### config.mk
export PLATFORM = sky130hd
export DESIGN_NAME = alu_exec_seq
export DESIGN_NICKNAME = d
export VERILOG_FILES = /design/src/rtl/alu_exec_seq_pkg.sv /design/src/rtl/alu_exec_seq_decode.sv /design/src/rtl/alu_exec_seq.sv
export SDC_FILE = /design/constraint.sdc
export NUM_CORES = 1
export LEC_CHECK = 0
export BUFFER_PORTS_ARGS = -buffer_cell sky130_fd_sc_hd__buf_4
export CORE_ASPECT_RATIO = 0.8
export CORE_UTILIZATION = 50
export DETAILED_ROUTE_END_ITERATION = 8
export PLACE_DENSITY = 0.85
export SLEW_MARGIN = 0
export SYNTH_ARGS = -nofsm -noshare
export SYNTH_HDL_FRONTEND = slang
export SYNTH_SLANG_ARGS = --single-unit
export TNS_END_PERCENT = 20
### constraint.sdc
create_clock -name clk -period 7.3 [get_ports clk]
set_input_delay 0.73 -clock clk [delete_from_list [all_inputs] [get_ports clk]]
set_output_delay 0.73 -clock clk [all_outputs]
set_load 0.02 [all_outputs]
### src/rtl/alu_exec_seq_pkg.sv
// Shared definitions for the XM23 ALU execution sequencer: opcodes, FSM states,
// PSW bit positions, flag-update masks and the constant table.
package alu_exec_seq_pkg;

  typedef enum logic [2:0] {
    ST_IDLE,
    ST_FETCH,
    ST_EXEC,
    ST_CAPT,
    ST_WB
  } state_t;

  typedef enum logic [3:0] {
    OP_ADD = 4'd0,
    OP_ADDC,
    OP_SUB,
    OP_SUBC,
    OP_DADD,
    OP_CMP,
    OP_XOR,
    OP_AND,
    OP_OR,
    OP_BIT,
    OP_BIC,
    OP_BIS,
    OP_SRA,
    OP_RRC
  } alu_op_t;

  localparam int unsigned PSW_C = 0;
  localparam int unsigned PSW_Z = 1;
  localparam int unsigned PSW_N = 2;
  localparam int unsigned PSW_S = 3;
  localparam int unsigned PSW_V = 4;

  // Flag masks over PSW[4:0] = {V, S, N, Z, C}
  localparam logic [4:0] FM_ARITH = 5'b10111;
  localparam logic [4:0] FM_LOGIC = 5'b00110;
  localparam logic [4:0] FM_CARRY = 5'b00001;
  localparam logic [4:0] FM_NONE  = 5'b00000;

  function automatic logic [15:0] const_table(input logic [2:0] idx);
    logic [15:0] c;
    case (idx)
      3'd0:    c = 16'd0;
      3'd1:    c = 16'd1;
      3'd2:    c = 16'd2;
      3'd3:    c = 16'd4;
      3'd4:    c = 16'd8;
      3'd5:    c = 16'd16;
      3'd6:    c = 16'd32;
      default: c = 16'hFFFF;
    endcase
    return c;
  endfunction

endpackage

### src/rtl/alu_exec_seq_decode.sv
// Combinational XM23 arithmetic/logic instruction decoder: legality, ALU opcode,
// operand fields, write-back enable and the PSW flags the instruction may change.
module xm23_alu_decode
  import alu_exec_seq_pkg::*;
(
  input  logic [15:0] instr_word,
  output logic        legal,
  output logic [3:0]  alu_op,
  output logic        wb,
  output logic        rc,
  output logic [2:0]  src,
  output logic [2:0]  dst,
  output logic        writes_dst,
  output logic [4:0]  flag_mask
);

  always_comb begin
    legal      = 1'b0;
    alu_op     = OP_ADD;
    wb         = instr_word[6];
    rc         = instr_word[7];
    src        = instr_word[5:3];
    dst        = instr_word[2:0];
    writes_dst = 1'b0;
    flag_mask  = FM_NONE;
    if (instr_word[15:12] == 4'h4) begin
      if (instr_word[11:8] <= 4'd11) begin
        legal      = 1'b1;
        alu_op     = instr_word[11:8];
        writes_dst = 1'b1;
        case (alu_op_t'(instr_word[11:8]))
          OP_ADD, OP_ADDC, OP_SUB, OP_SUBC: flag_mask = FM_ARITH;
          OP_CMP: begin
            flag_mask  = FM_ARITH;
            writes_dst = 1'b0;
          end
          OP_DADD: flag_mask = FM_CARRY;
          OP_BIT: begin
            flag_mask  = FM_LOGIC;
            writes_dst = 1'b0;
          end
          default: flag_mask = FM_LOGIC;
        endcase
      end else if (instr_word[11:8] == 4'hD && !instr_word[7] && instr_word[5:4] == 2'b00) begin
        // Single-operand form: [5:3] selects SRA/RRC, never a constant
        legal      = 1'b1;
        rc         = 1'b0;
        writes_dst = 1'b1;
        if (instr_word[3]) begin
          alu_op    = OP_RRC;
          flag_mask = FM_CARRY;
        end else begin
          alu_op    = OP_SRA;
          flag_mask = FM_NONE;
        end
      end
    end
  end

endmodule

### src/rtl/alu_exec_seq.sv
// Sequencer wrapping the external XM23 ALU: accepts one instruction, fetches
// operands, strobes the ALU, captures its outputs, writes back and merges PSW.
module alu_exec_seq
  import alu_exec_seq_pkg::*;
#(
  parameter int unsigned NUM_REGS  = 8,
  parameter logic [15:0] PSW_RESET = 16'h0000
) (
  input  logic                        clk,
  input  logic                        rst,
  input  logic                        instr_valid,
  output logic                        instr_ready,
  input  logic [15:0]                 instr_word,
  output logic [$clog2(NUM_REGS)-1:0] rf_addr_s,
  output logic [$clog2(NUM_REGS)-1:0] rf_addr_d,
  input  logic [15:0]                 rf_data_s,
  input  logic [15:0]                 rf_data_d,
  output logic                        rf_we,
  output logic [15:0]                 rf_wdata,
  output logic [15:0]                 alu_op1,
  output logic [15:0]                 alu_op2,
  output logic [5:0]                  alu_instr,
  output logic                        alu_instr_opt,
  output logic                        alu_E,
  input  logic [15:0]                 alu_result,
  input  logic [15:0]                 alu_psw,
  output logic [15:0]                 psw,
  output logic                        done,
  output logic                        illegal
);

  localparam int unsigned ADDR_W = $clog2(NUM_REGS);

  state_t      state, state_nxt;
  logic [15:0] ir_q;
  logic [15:0] op1_q;
  logic [15:0] op2_q;
  logic [5:0]  instr_q;
  logic        opt_q;
  logic [15:0] res_q;
  logic [4:0]  cflags_q;
  logic [15:0] psw_q;

  logic        dec_legal;
  logic [3:0]  dec_op;
  logic        dec_wb;
  logic        dec_rc;
  logic [2:0]  dec_src;
  logic [2:0]  dec_dst;
  logic        dec_writes;
  logic [4:0]  dec_mask;

  // Upper ALU PSW bits carry no flags this block owns
  logic        unused_alu_psw_hi;
  assign unused_alu_psw_hi = ^alu_psw[15:5];

  xm23_alu_decode u_decode (
    .instr_word (ir_q),
    .legal      (dec_legal),
    .alu_op     (dec_op),
    .wb         (dec_wb),
    .rc         (dec_rc),
    .src        (dec_src),
    .dst        (dec_dst),
    .writes_dst (dec_writes),
    .flag_mask  (dec_mask)
  );

  always_ff @(posedge clk or posedge rst) begin
    if (rst) begin
      state <= ST_IDLE;
    end else begin
      state <= state_nxt;
    end
  end

  always_comb begin
    state_nxt = state;
    case (state)
      ST_IDLE:  if (instr_valid) state_nxt = ST_FETCH;
      ST_FETCH: state_nxt = dec_legal ? ST_EXEC : ST_IDLE;
      ST_EXEC:  state_nxt = ST_CAPT;
      ST_CAPT:  state_nxt = ST_WB;
      ST_WB:    state_nxt = ST_IDLE;
      default:  state_nxt = ST_IDLE;
    endcase
  end

  always_comb begin
    instr_ready = 1'b0;
    alu_E       = 1'b0;
    rf_we       = 1'b0;
    done        = 1'b0;
    illegal     = 1'b0;
    case (state)
      ST_IDLE:  instr_ready = 1'b1;
      ST_FETCH: illegal = !dec_legal;
      ST_EXEC:  alu_E = 1'b1;
      ST_WB: begin
        rf_we = dec_writes;
        done  = 1'b1;
      end
      default: ;
    endcase
  end

  always_ff @(posedge clk or posedge rst) begin
    if (rst) begin
      ir_q     <= '0;
      op1_q    <= '0;
      op2_q    <= '0;
      instr_q  <= '0;
      opt_q    <= 1'b0;
      res_q    <= '0;
      cflags_q <= '0;
      psw_q    <= PSW_RESET;
    end else begin
      if (state == ST_IDLE && instr_valid) begin
        ir_q <= instr_word;
      end
      if (state == ST_FETCH && dec_legal) begin
        op1_q   <= rf_data_d;
        op2_q   <= dec_rc ? const_table(dec_src) : rf_data_s;
        instr_q <= {1'b0, dec_op, dec_wb};
        opt_q   <= 1'b1;
      end
      if (state == ST_CAPT) begin
        res_q    <= alu_result;
        cflags_q <= alu_psw[4:0];
      end
      // Only flags the instruction defines are taken from the ALU; the rest hold
      if (state == ST_WB) begin
        psw_q[4:0] <= (psw_q[4:0] & ~dec_mask) | (cflags_q & dec_mask);
      end
    end
  end

  assign rf_addr_s     = ADDR_W'(dec_src);
  assign rf_addr_d     = ADDR_W'(dec_dst);
  assign alu_op1       = op1_q;
  assign alu_op2       = op2_q;
  assign alu_instr     = instr_q;
  assign alu_instr_opt = opt_q;
  assign rf_wdata      = res_q;
  assign psw           = psw_q;

endmodule

# Word-level counts from Yosys, hierarchy flattened
# Index checks and enable logic that the tools add are counted.
[op_classes]
bitwise = 4
n_reduce_logical = 12
eq_ne = 19
mux = 28
order_cmp = 1
[op_table]
columns = ["operator", "n"]
rows = [
  ["$pmux W16 S7", 1],
  ["$mux W1", 16],
  ["$mux W16", 1],
  ["$mux W5", 3],
  ["$eq A3 B2 Y1 const B", 4],
  ["$eq A3 B3 Y1 const B", 4],
  ["$eq A4 B3 Y1 const B", 3],
  ["$mux W4", 3],
  ["$pmux W3 S4", 1],
  ["$and A5 B5 Y5", 2],
  ["$pmux W5 S2", 1],
  ["$eq A4 B2 Y1 const B", 2],
  ["$eq A4 B4 Y1 const B", 2],
  ["$eq A3 B1 Y1 const B", 2],
  ["$logic_not A3 Y1", 2],
  ["$not A5 Y5", 1],
  ["$or A5 B5 Y5", 1],
  ["$reduce_or A5 Y1", 1],
  ["$eq A4 B1 Y1 const B", 1],
  ["$le A4 B4 Y1 const B", 1],
  ["$logic_and A1 B1 Y1", 4],
  ["$logic_not A4 Y1", 1],
  ["$mux W3", 1],
  ["$logic_not A1 Y1", 2],
  ["other kinds (4)", 4],
]
[word_totals]
register_bits = 83
wordCells = 73
in_bits = 83
output_inout_bits = 82

# Logic depth before layout (Yosys ltp)
# Gate-level depths: netlist (run 1).
[depth]
ltp_word = 9
depth_mapped = 7
ltp_nobuf = 4

# Modules after synthesis
# From an unflattened synthesis (run 1), not the netlist that was laid out.
[hier_totals]
hier_cells = 288
hier_area_um2 = 3739.8
[by_module_without_submodules]
columns = ["module", "n_inst", "area_each_um2", "seq_area_each_um2", "cells_per_inst"]
rows = [
  ["alu_exec_seq", 1, 3499.6, 2077.0, 249],
  ["xm23_alu_decode", 1, 240.2, 0.0, 39],
]

# Worst setup path before layout (run 1)
# Ideal clock, no wire load.
[synth_timing]
kind = "register -> output"
start = "register state[0]"
end = "output port rf_we"
required_ps = 6570
path_stages_with_launch = 4
path_slack_ps = 4747
n_path_buf = 0
arrival_ps = 1823
path_cell_list = "dfrtp_1 > nor3b_1 > nand2_1 > a221oi_1"
[synth_via]
elab_chain_cells = 2
[synth_lines]
columns = ["item", "line_no", "rtl"]
rows = [
  ["start, declared", "alu_exec_seq.sv:34", "state_t state, state_nxt;"],
  ["start signal, assigned", "alu_exec_seq.sv:73", "state <= state_nxt;"],
  ["$eq A3 B3 Y1", "alu_exec_seq.sv:95", "case (state)"],
  ["$mux W1", "alu_exec_seq.sv:95", ""],
  ["end, declared", "alu_exec_seq.sv:18", "output logic rf_we,"],
]
# No other way between the ends.

# Final worst setup path (run 1)
[layout_timing]
start = "register ir_q[7]"
end = "output port rf_we"
[layout_via]
elab_chain_cells = 7
[layout_lines]
columns = ["item", "line_no", "rtl"]
rows = [
  ["start, declared", "alu_exec_seq.sv:35", "logic [15:0] ir_q;"],
  ["start signal, assigned", "alu_exec_seq.sv:119", "ir_q <= instr_word;"],
  ["$logic_not A1 Y1", "alu_exec_seq_decode.sv:44", "end else if (instr_word[11:8] == 4'hD && !instr_word[7] && instr_word[5:4] == 2'b00) begin"],
  ["$logic_and A1 B1 Y1 (2 in series)", "alu_exec_seq_decode.sv:44", ""],
  ["$mux W1", "alu_exec_seq_decode.sv:44", ""],
  ["$mux W1", "alu_exec_seq_decode.sv:27", "if (instr_word[11:8] <= 4'd11) begin"],
  ["$mux W1", "alu_exec_seq_decode.sv:26", "if (instr_word[15:12] == 4'h4) begin"],
  ["$mux W1", "alu_exec_seq.sv:95", ""],
]
# No other way between the ends.

==> key figures, run 1 <==
Floorplan
  – Full die area: 0.00757 mm2
  – Row Count: 27
  – Starting Density: approximately 52%
  – Die Y: 78.0 um
  – Core Area: about 0.0069 mm2
  – Chip width: between 90 and 100 um
  – I/O pin count: approximately 170

Route
  – DRC viols: 0
  – DR iter-0 viols: 96
  – Vias: 2612
  – Routed WL: approximately 7400 um
  – Routed WL per cell: around 14 um
  – Vias/cell: approximately 4.9
  – Drt pass-1 iters: 6
  – ANT nets after route: 0

Hold path
  – Hold Path Depth: 2
  – Hold WC Path Type: register to register
  – Hold Startpoint: cflags_q[4]$_DFFE_PP0P_
  – Hold EP: cflags_q[4]$_DFFE_PP0P_

Timing
  – Slew Limit Fails: 0
  – Final worst path period share: 37.0%
  – Period minus WS final: roughly 2700 ps
  – Actual slew at the worst max-slew pin: 996 ps
  – Setup violators final: 0
  – Max Clk Rate: roughly 0.37 GHz
  – Final hold vios: 0
  – Setup tns final: 0 ps
  – RSZ-0062 raised after global routing: false
  – Worst slew margin: 33.6%
  – Max Clock Skew: ~8.0 ps

Clocking
  – TritonCTS Sinks: between 80 and 90
  – H-tree levels: 3
  – Clock Latency Late Sink: 340 ps
  – CTS root buf: clkbuf_8
  – Longest Clk Path Bufs: 2
  – Post-CTS sizing: 0
  – Setup Fix Bufs, Post-CTS: 0
  – CTS tree: done
  – CTS Hold Bufs: 0
  – Clk slew on worst S/H paths: 80 ps
  – CTS Buf Count: 9

Layout
  – Layout cells sized above 1: between 40% and 50%
  – Most frequent cells in the layout: buf_4, dfrtp_1, nand2_1
  – Commonest non-fill, non-tap cell in the layout: buf_4
  – Nets: between 500 and 600
  – Fin area: approximately 0.0048 mm2
  – N_diodes: 0
  – Layout area overhead: 32.3%
  – # fillers: 533

Place
  – Placed Area: 0.00460 mm2
  – Hpwl dp: around 5200 um
  – RePlAce Congestion: 0.767
  – IO Port Bufs: 139

Power
  – P per Cell Area: approximately 420 mW/mm2
  – Power consumption: between 0.002 and 0.0025 W
  – LEAKAGE: approximately 2.4 nW
  – Max VDD drop: ~230 uV

Global route
  – Largest net degree at the start of global routing: 82
  – First-pass GRT wire length: roughly 12000 um
  – Vias in the first global route: about 2600
  – GRT overflow: 0
  – Initial antenna violation count: 0
  – Total Routing Usage GR: roughly a fifth

Logic synthesis
  – Post-synthesis cell count: ~310
  – Synthesized area: 0.00361 mm2
  – Number of synthesized flops with an enable pin: 0
  – Share of synthesized registers carrying an async set or reset: between 90% and 100%
  – Warnings, synthesis: 11
  – Synth cell types: 36
  – Yosys top cell area share: 56.1%
  – Ys flop type: dfrtp_1
  – Seq/Total Area, Yosys: between 50 and 60%
  – Synth area leader: dfrtp_1
  – Post-Syn Area per Cell: about 11 um2
  – Synth area leaders: dfrtp_1, mux2_2, nand2_1, buf_4, mux2_4
  – Number of synthesized register bits: between 80 and 90

Worst setup path
  – Crit path DAT: 1970 ps
  – Endpoint of the worst-slack reg-to-reg timing path: alu_op1[5]$_DFFE_PP0P_
  – Worst-case reg-to-reg path depth: 5
  – Worst Path Required: between 6000 and 7000 ps
  – Crit start category: register
  – CP Capture Type: output port
  – Critical Path Fanout Max: 25
  – RR Startpoint: ir_q[7]$_DFFE_PP0P_
  – Crit path kind: register to output port
  – Setup slack, reg-to-reg: a little over 5000 ps

Job
  – Max_cap viols: 0

Status
  – Status: finished, final reports clean
[flip-flops by register name, summed over array words and instances, names as in the netlist, named ones only]
signal	cells
state	3
cflags_q	4
alu_instr_opt	1
rf_wdata	16
alu_instr	5
alu_op1	16
ir_q	16
alu_op2	16
[worst max-delay path by stage]
stage                              from                    endpoint  slack (ps)  cells past startpoint
floorplan                           rst  asynchronous set/reset pin        4490                      1
global placement    ir_q[7]$_DFFE_PP0P_                       rf_we        4990                      5
detailed placement  ir_q[7]$_DFFE_PP0P_                       rf_we        4950                      5
CTS                 ir_q[7]$_DFFE_PP0P_                       rf_we        4560                      5
global route        ir_q[7]$_DFFE_PP0P_                       rf_we        4470                      5
finish              ir_q[7]$_DFFE_PP0P_                       rf_we        4600                      5
[critical path, cell delays in order (launching register included)]
cell      delay, ps
dfrtp_1         640
nor3_4          250
and2_4          200
a21oi_1          80
a221oi_1        260
buf_4           200
[Yosys cell counts, types with 4 or more instances]
cell      instances
clkbuf_1          7
dfrtp_1          81
mux2_4            7
nand2_1          63
nand3_1           6
inv_1            19
mux2_2           49
buf_4            20
o21ai_0          18
nor2_1            4
buf_2             6
[layer usage]
| layer | GRT usage, % | vias to the layer above | share of wire, % |
|---|---|---|---|
| met1 | 25.1 | 1247 | 42 |
| met4 | 5.52 | 0 | 1.1 |
| met3 | 8.73 | 9 | 8.6 |
| met5 | 0 | - | 0 |
| met2 | 33.2 | 102 | 49 |
| li1 | - | 1254 | - |
[cell type report]
| type | count | area [um2] | area share [%] |
|---|---|---|---|
| clock buffer | 10 | 138 | 2.88 |
| clock inverter | 6 | 43.8 | 0.917 |
| inverter | 19 | 72.6 | 1.52 |
| multi-input combinational | 190 | 1330 | 27.8 |
| sequential | 81 | 2030 | 42.4 |
| tap | 87 | 109 | 2.28 |
| timing repair buffer | 141 | 1060 | 22.2 |
[per-stage QoR]
step / std cells / setup WS (ps) / hold slack [ps] / utilization (%)
after floorplan: 326 / 4490 / 440 / -
after global placement: 518 / 4990 / 453 / 66.4
after detailed placement: 518 / 4950 / 465 / 66.4
after CTS: 534 / 4560 / 485 / 69.0
after global routing: 534 / 4470 / 506 / 69.0
final: 534 / 4600 / 481 / 69.0
[cells by family (layout without fill, tap and decap cells)]
kind of cell	Yosys count	count (layout)	share of synthesized area [%]
DFF	81	81	56.1
other	1	13	0.104
buffers and inverters	55	176	8.63
and+or+nand+nor	91	91	11.6
AOI/OAI and AO/OA	26	26	4.30
muxes	57	57	18.5
xor gates and xnor gates	3	3	0.728
[where the power goes]
| group | switching (W) | leakage (nW) | total (W) | internal [W] |
|---|---|---|---|---|
| registers | 0.000172 | 0.937 | 0.000826 | 0.000653 |
| logic | 0.000452 | 1.39 | 0.000898 | 0.000446 |
| clock network | 0.000162 | 0.0922 | 0.000295 | 0.000133 |
Note: power is estimated with default switching activity, not from simulation.
==> run 2: changes to the inputs <==
ABC_AREA = 1   (was default)
CORE_UTILIZATION = 42   (was 50)
PLACE_DENSITY = 0.76   (was 0.85)
clock period = 2.39 ns   (was 7.3 ns; I/O delays follow)
==> run 2 against run 1 <==
Against the previous run: the flow now finishes with violations (negative hold slack); flip-flop and latch count did not move; setup slack worse by 4200 ps; sequential power grew to 2.6 times the previous value; synthesized cell count is 32% higher; design area increased by 1.0%; largest power group is now registers.
==> key figures, run 2 <==
Status
  – Status: complete, but fails checks
  – Violated checks: negative hold slack

Logic synthesis
  – Synth cell types: 24
  – Commonest cells post-synth: nand2_1, dfrtp_1, nor2_1
  – Synth area leader: dfrtp_1
  – Yosys top cell area share: 56.9%
  – Ys flop type: dfrtp_1
  – Number of synthesized register bits: slightly above 80
  – Number of synthesized flops with an enable pin: 0
  – Seq/Total Area, Yosys: ~57%
  – Post-Syn Area per Cell: between 8 and 9 um2
  – Most instantiated library cell after synthesis: nand2_1
  – Synthesized area: approximately 0.0036 mm2
  – Post-synthesis cell count: about 420
  – Synth area leaders: dfrtp_1, nand2_1, buf_4, a21oi_1, nor2_1
  – Share of synthesized registers carrying an async set or reset: 100%
  – Warnings, synthesis: 11

Worst setup path
  – RR Startpoint: state[2]$_DFFE_PP0P_
  – Worst setup path start: state[2]$_DFFE_PP0P_
  – Crit start category: register
  – Crit path kind: register to register
  – Largest stage delay on the critical path: about 530 ps
  – Delay-heaviest family, CP: simple AND/OR/NAND/NOR gates
  – Cell Chain, Critical Path: nor3_1, nand3_2, buf_12, o21ai_0
  – Crit path DAT: 2240 ps
  – Worst-case reg-to-reg path depth: 4
  – CP bufs+invs: 1
  – CP Capture Type: register
  – Endpoint of the worst-slack reg-to-reg timing path: alu_instr[3]$_DFFE_PP0P_
  – Worst-path cell with the longest stage delay: nand3_2
  – Critical Path Fanout Max: 25
  – Setup slack, reg-to-reg: approximately 400 ps
  – Worst Path Required: 2630 ps

Global route
  – Total Routing Usage GR: between 10% and 20%
  – Largest net degree at the start of global routing: between 80 and 90
  – Initial antenna violation count: 0
  – Vias in the first global route: around 2900
  – GRT overflow: 0
  – First-pass GRT wire length: roughly 14000 um

Route
  – DRC viols: 0
  – Vias: 3118
  – Vias/cell: roughly 4.7
  – Routed WL: roughly 8400 um
  – Routed WL per cell: approximately 13 um
  – ANT nets after route: 0
  – Drt pass-1 iters: 4
  – DR iter-0 viols: ~150

Floorplan
  – Full die area: a little under 0.009 mm2
  – Core Area: roughly 0.0081 mm2
  – Die Y: around 84 um
  – Row Count: 29
  – Chip width: 105 um
  – I/O pin count: ~170
  – Starting Density: 44.0%

Layout
  – Fin util: between 50 and 60%
  – Layout cells sized above 1: roughly a third
  – Most frequent cells in the layout: nand2_1, buf_4, dfrtp_1
  – Layout area overhead: 35.5%
  – Fin area: 0.00483 mm2
  – Nets: between 600 and 700
  – # fillers: ~730
  – Commonest non-fill, non-tap cell in the layout: nand2_1
  – N_diodes: 0

Clocking
  – Setup Fix Bufs, Post-CTS: 0
  – H-tree levels: 3
  – CTS Buf Count: 9
  – CTS tree: done
  – CTS root buf: clkbuf_8
  – CTS Hold Bufs: 0
  – Post-CTS sizing: 0
  – Longest Clk Path Bufs: 2
  – TritonCTS Sinks: a little over 80
  – Clock Latency Late Sink: ~340 ps
  – Clk slew on worst S/H paths: roughly 90 ps

Hold path
  – Hold WC Path Type: input port to asynchronous set/reset pin

Place
  – RePlAce Congestion: ~0.76
  – Post-Place Setup Slack: about 390 ps
  – Hpwl dp: 5970 um
  – IO Port Bufs: around 140
  – Placed Area: between 0.004 and 0.005 mm2

Power
  – Max VDD drop: about 570 uV
  – P per Cell Area: 1100 mW/mm2
  – LEAKAGE: between 2 and 3 nW

Timing
  – Setup tns final: 0 ps
  – Period minus WS final: 1990 ps
  – Slew Limit Fails: 0
  – Setup violators final: 0
  – Actual slew at the worst max-slew pin: approximately 570 ps
  – RSZ-0062 raised after global routing: false
  – Final worst path period share: approximately 83%
  – Min Hold Slack: -21.5 ps
  – Final hold vios: 28
  – Max Clock Skew: between 6 and 7 ps
  – Worst slew margin: between 60% and 70%
  – Max Clk Rate: about 0.5 GHz
  – Final worst slack: roughly 400 ps

Job
  – Max_cap viols: 0
-- run 2: how the worst max path moves through the flow --
stage | slack (ps) | endpoint | cells after the start
CTS | 360 | alu_instr[3]$_DFFE_PP0P_ | 4
detailed placement | 390 | alu_instr[3]$_DFFE_PP0P_ | 4
global route | 150 | alu_op1[12]$_DFFE_PP0P_ | 9
floorplan | 70 | asynchronous set/reset pin | 1
global placement | 470 | alu_instr[1]$_DFFE_PP0P_ | 9
finish | 400 | alu_instr[3]$_DFFE_PP0P_ | 4
-- run 2: area by class of cell --
class                   instances  area, um2  share of cell area [%]
clock buffers                  10        128                    2.64
flip-flops and latches         81       2030                    42.0
multi-input cells             288       1230                    25.5
repair buffers                146       1120                    23.2
clock inverters                 6       92.6                    1.92
inverters                      24       93.8                    1.94
well taps                     108        135                    2.80
-- run 2: power breakdown --
part | switching (W) | total (W) | internal (W) | leakage [nW]
registers | 0.000304 | 0.00216 | 0.00186 | 0.877
logic | 0.00116 | 0.00204 | 0.000874 | 1.56
clock network | 0.000507 | 0.00110 | 0.000593 | 0.103
total | 0.00197 | 0.00530 | 0.00333 | 2.54
-- run 2: kinds of logic after synthesis --
logic type             share of synthesized area, %
AO/OA/AOI/OAI                                  7.83
buffers and inverters                          9.87
flip-flops                                     56.9
other                                         0.105
AND/OR/NAND/NOR                                25.3
-- run 2: metal layers --
metal	wire, um	share of wire [%]	vias to the layer above	GRT usage, %
met2	3870	46	153	31.2
met4	29	0.34	0	3.84
met3	715	8.5	4	5.43
li1	-	-	1531	-
met1	3790	45	1430	26.7
met5	0	0	-	0
-- run 2: metrics by stage --
step	instances	power (W)
final	663	0.00530
after global routing	663	0.00564
after CTS	663	0.00536
after global placement	647	0.00418
after floorplan	427	0.00331
after detailed placement	647	0.00424
-- run 2: worst register-to-register path, cell delays in order (launching register included) --
cell	delay, ps
dfrtp_1	460
nor3_1	350
nand3_2	530
buf_12	370
o21ai_0	190
==> run 3: changes to the inputs <==
clock period = 1.7 ns   (was 2.39 ns; I/O delays follow)
==> run 3 against run 2 <==
Against the previous run: the run now ends clean; flip-flop and latch count stayed put; via count is 0.22% lower; first-iteration DRC count is 21% higher; core utilization is 2.2 points higher; cell count is 3.0% higher; sequential share of layout area is 1.5 points lower; critical path depth is 3 higher; setup slack worse by 350 ps.
==> key figures, run 3 (synthesis gave the netlist of run 2 again) <==
Status
  – Status: finished, final reports clean

Timing
  – Actual slew at the worst max-slew pin: approximately 530 ps
  – Max Clk Rate: around 0.60 GHz
  – Final worst path period share: between 90% and 100%
  – RSZ-0062 raised after global routing: true
  – Min Hold Slack: roughly 22 ps
  – Max Clock Skew: around 11 ps
  – Period minus WS final: 1650 ps
  – Slew Limit Fails: 0
  – Setup violators final: 0
  – Worst slew margin: 64.3%
  – Final hold vios: 0

Place
  – Placed Area: roughly 0.0046 mm2
  – Hpwl dp: just under 6000 um
  – Placed insts: about 650
  – IO Port Bufs: ~140
  – RePlAce Congestion: about 0.8

Floorplan
  – Die Y: 84.4 um
  – Chip width: about 100 um
  – Full die area: a little under 0.009 mm2
  – I/O pin count: approximately 170
  – Core Area: approximately 0.008 mm2
  – Row Count: 29
  – Starting Density: 44.0%

Route
  – Routed WL: 8290 um
  – ANT nets after route: 0
  – DRC viols: 0
  – DR iter-0 viols: roughly 190
  – Vias/cell: approximately 4.6
  – Drt pass-1 iters: 4
  – Vias: roughly 3100
  – Routed WL per cell: about 12 um

Global route
  – Initial antenna violation count: 0
  – Total Routing Usage GR: between 10% and 20%
  – Largest net degree at the start of global routing: between 80 and 90
  – First-pass GRT wire length: about 14000 um
  – Vias in the first global route: 2884
  – GRT overflow: 0

Layout
  – Nets: roughly 650
  – Flip-flop and latch area: 0.00203 mm2
  – N_diodes: 0
  – # fillers: ~700
  – Layout cells sized above 1: a little under two fifths
  – Fin area: approximately 0.0050 mm2
  – Most frequent cells in the layout: nand2_1, buf_4, dfrtp_1
  – Fin util: 61.8%
  – Finished Layout Cells: a little under 700
  – Commonest non-fill, non-tap cell in the layout: nand2_1
  – Layout area overhead: 40.4%
  – Area of the multi-input gates: 0.00127 mm2

Hold path
  – Hold WC Path Type: input port to register
  – Hold Path Depth: 3

Worst setup path
  – Worst Path Required: between 1500 and 2000 ps
  – Crit path kind: register to output port
  – Crit start category: register
  – Worst-case reg-to-reg path depth: 10
  – Critical Path Fanout Max: 3
  – Endpoint of the worst-slack reg-to-reg timing path: alu_op1[6]$_DFFE_PP0P_
  – Worst setup path start: ir_q[9]$_DFFE_PP0P_
  – RR Startpoint: ir_q[9]$_DFFE_PP0P_
  – CP Capture Type: output port
  – End of the critical path: rf_we
  – Crit path DAT: 1480 ps
  – Setup slack, reg-to-reg: roughly 160 ps

Clocking
  – CTS tree: done
  – Clk slew on worst S/H paths: ~80 ps
  – Clock Latency Late Sink: approximately 340 ps
  – H-tree levels: 3
  – CTS root buf: clkbuf_8
  – TritonCTS Sinks: 81
  – CTS Buf Count: 9
  – Longest Clk Path Bufs: 2

Power
  – Max VDD drop: around 950 uV
  – P per Cell Area: 1470 mW/mm2
  – Power consumption: about 0.0074 W
  – LEAKAGE: roughly 2.6 nW

Job
  – Max_cap viols: 0
run 3: worst max-delay path: stages, from the launching register on:
cell,delay [ps]
dfrtp_1,390
inv_2,70
nand2_2,70
nor2_4,90
nand2_1,70
nand2_2,90
nor3b_4,210
buf_6,140
run 3: what timing repair did:
item	4_1_cts	5_1_grt
pin swaps	2	4
setup buffers	6	9
hold buffers	1	0
resized for setup	11	9
hold endpoints to repair	81	0
endpoints found under the setup margin	1	21
run 3: layout make-up:
type | instances | share of cell area [%]
clock buffers | 10 | 2.55
clock inverters | 5 | 1.15
inverters | 24 | 1.93
multi-input cells | 288 | 25.5
flip-flops and latches | 81 | 40.5
well taps | 108 | 2.70
repair buffers | 167 | 25.7
run 3: report_power, final:
part           switching, W  total (W)  leakage, nW  internal (W)
Clock              0.000677    0.00134       0.0844      0.000668
Sequential         0.000408    0.00302        0.876       0.00262
Combinational       0.00168    0.00299         1.67       0.00131
Total               0.00276    0.00736         2.63       0.00459
run 3: worst min-delay path by stage:
stage | startpoint | slack (ps) | end
5_1_grt | rf_data_d[3] | 3 | alu_op1[3]$_DFFE_PP0P_
3_3_place_gp | rst | 330 | alu_op1[12]$_DFFE_PP0P_
4_1_cts | rf_data_d[0] | 0.5 | alu_op1[0]$_DFFE_PP0P_
3_5_place_dp | rst | 340 | alu_op1[0]$_DFFE_PP0P_
2_1_floorplan | rf_data_d[0] | 280 | alu_op1[0]$_DFFE_PP0P_
6_report | rf_data_d[4] | 20 | alu_op1[4]$_DFFE_PP0P_
run 3: layer usage:
metal / vias to the layer above / GRT usage, % / part of all wire, %
li1: 1568 / - / -
met1: 1426 / 25.7 / 46
met2: 110 / 31.7 / 46
met3: 7 / 6.75 / 7.4
met4: 0 / 3.59 / 0.62
met5: - / 0 / 0
run 3: per-stage QoR:
stage | setup TNS, ps | worst slack, ps
3_3_place_gp | 0 | 122
4_1_cts | 0 | 2.57
6_report | 0 | 46.5
2_1_floorplan | -88.7 | -88.7
5_1_grt | -48.0 | -40.8
3_5_place_dp | 0 | 74.0
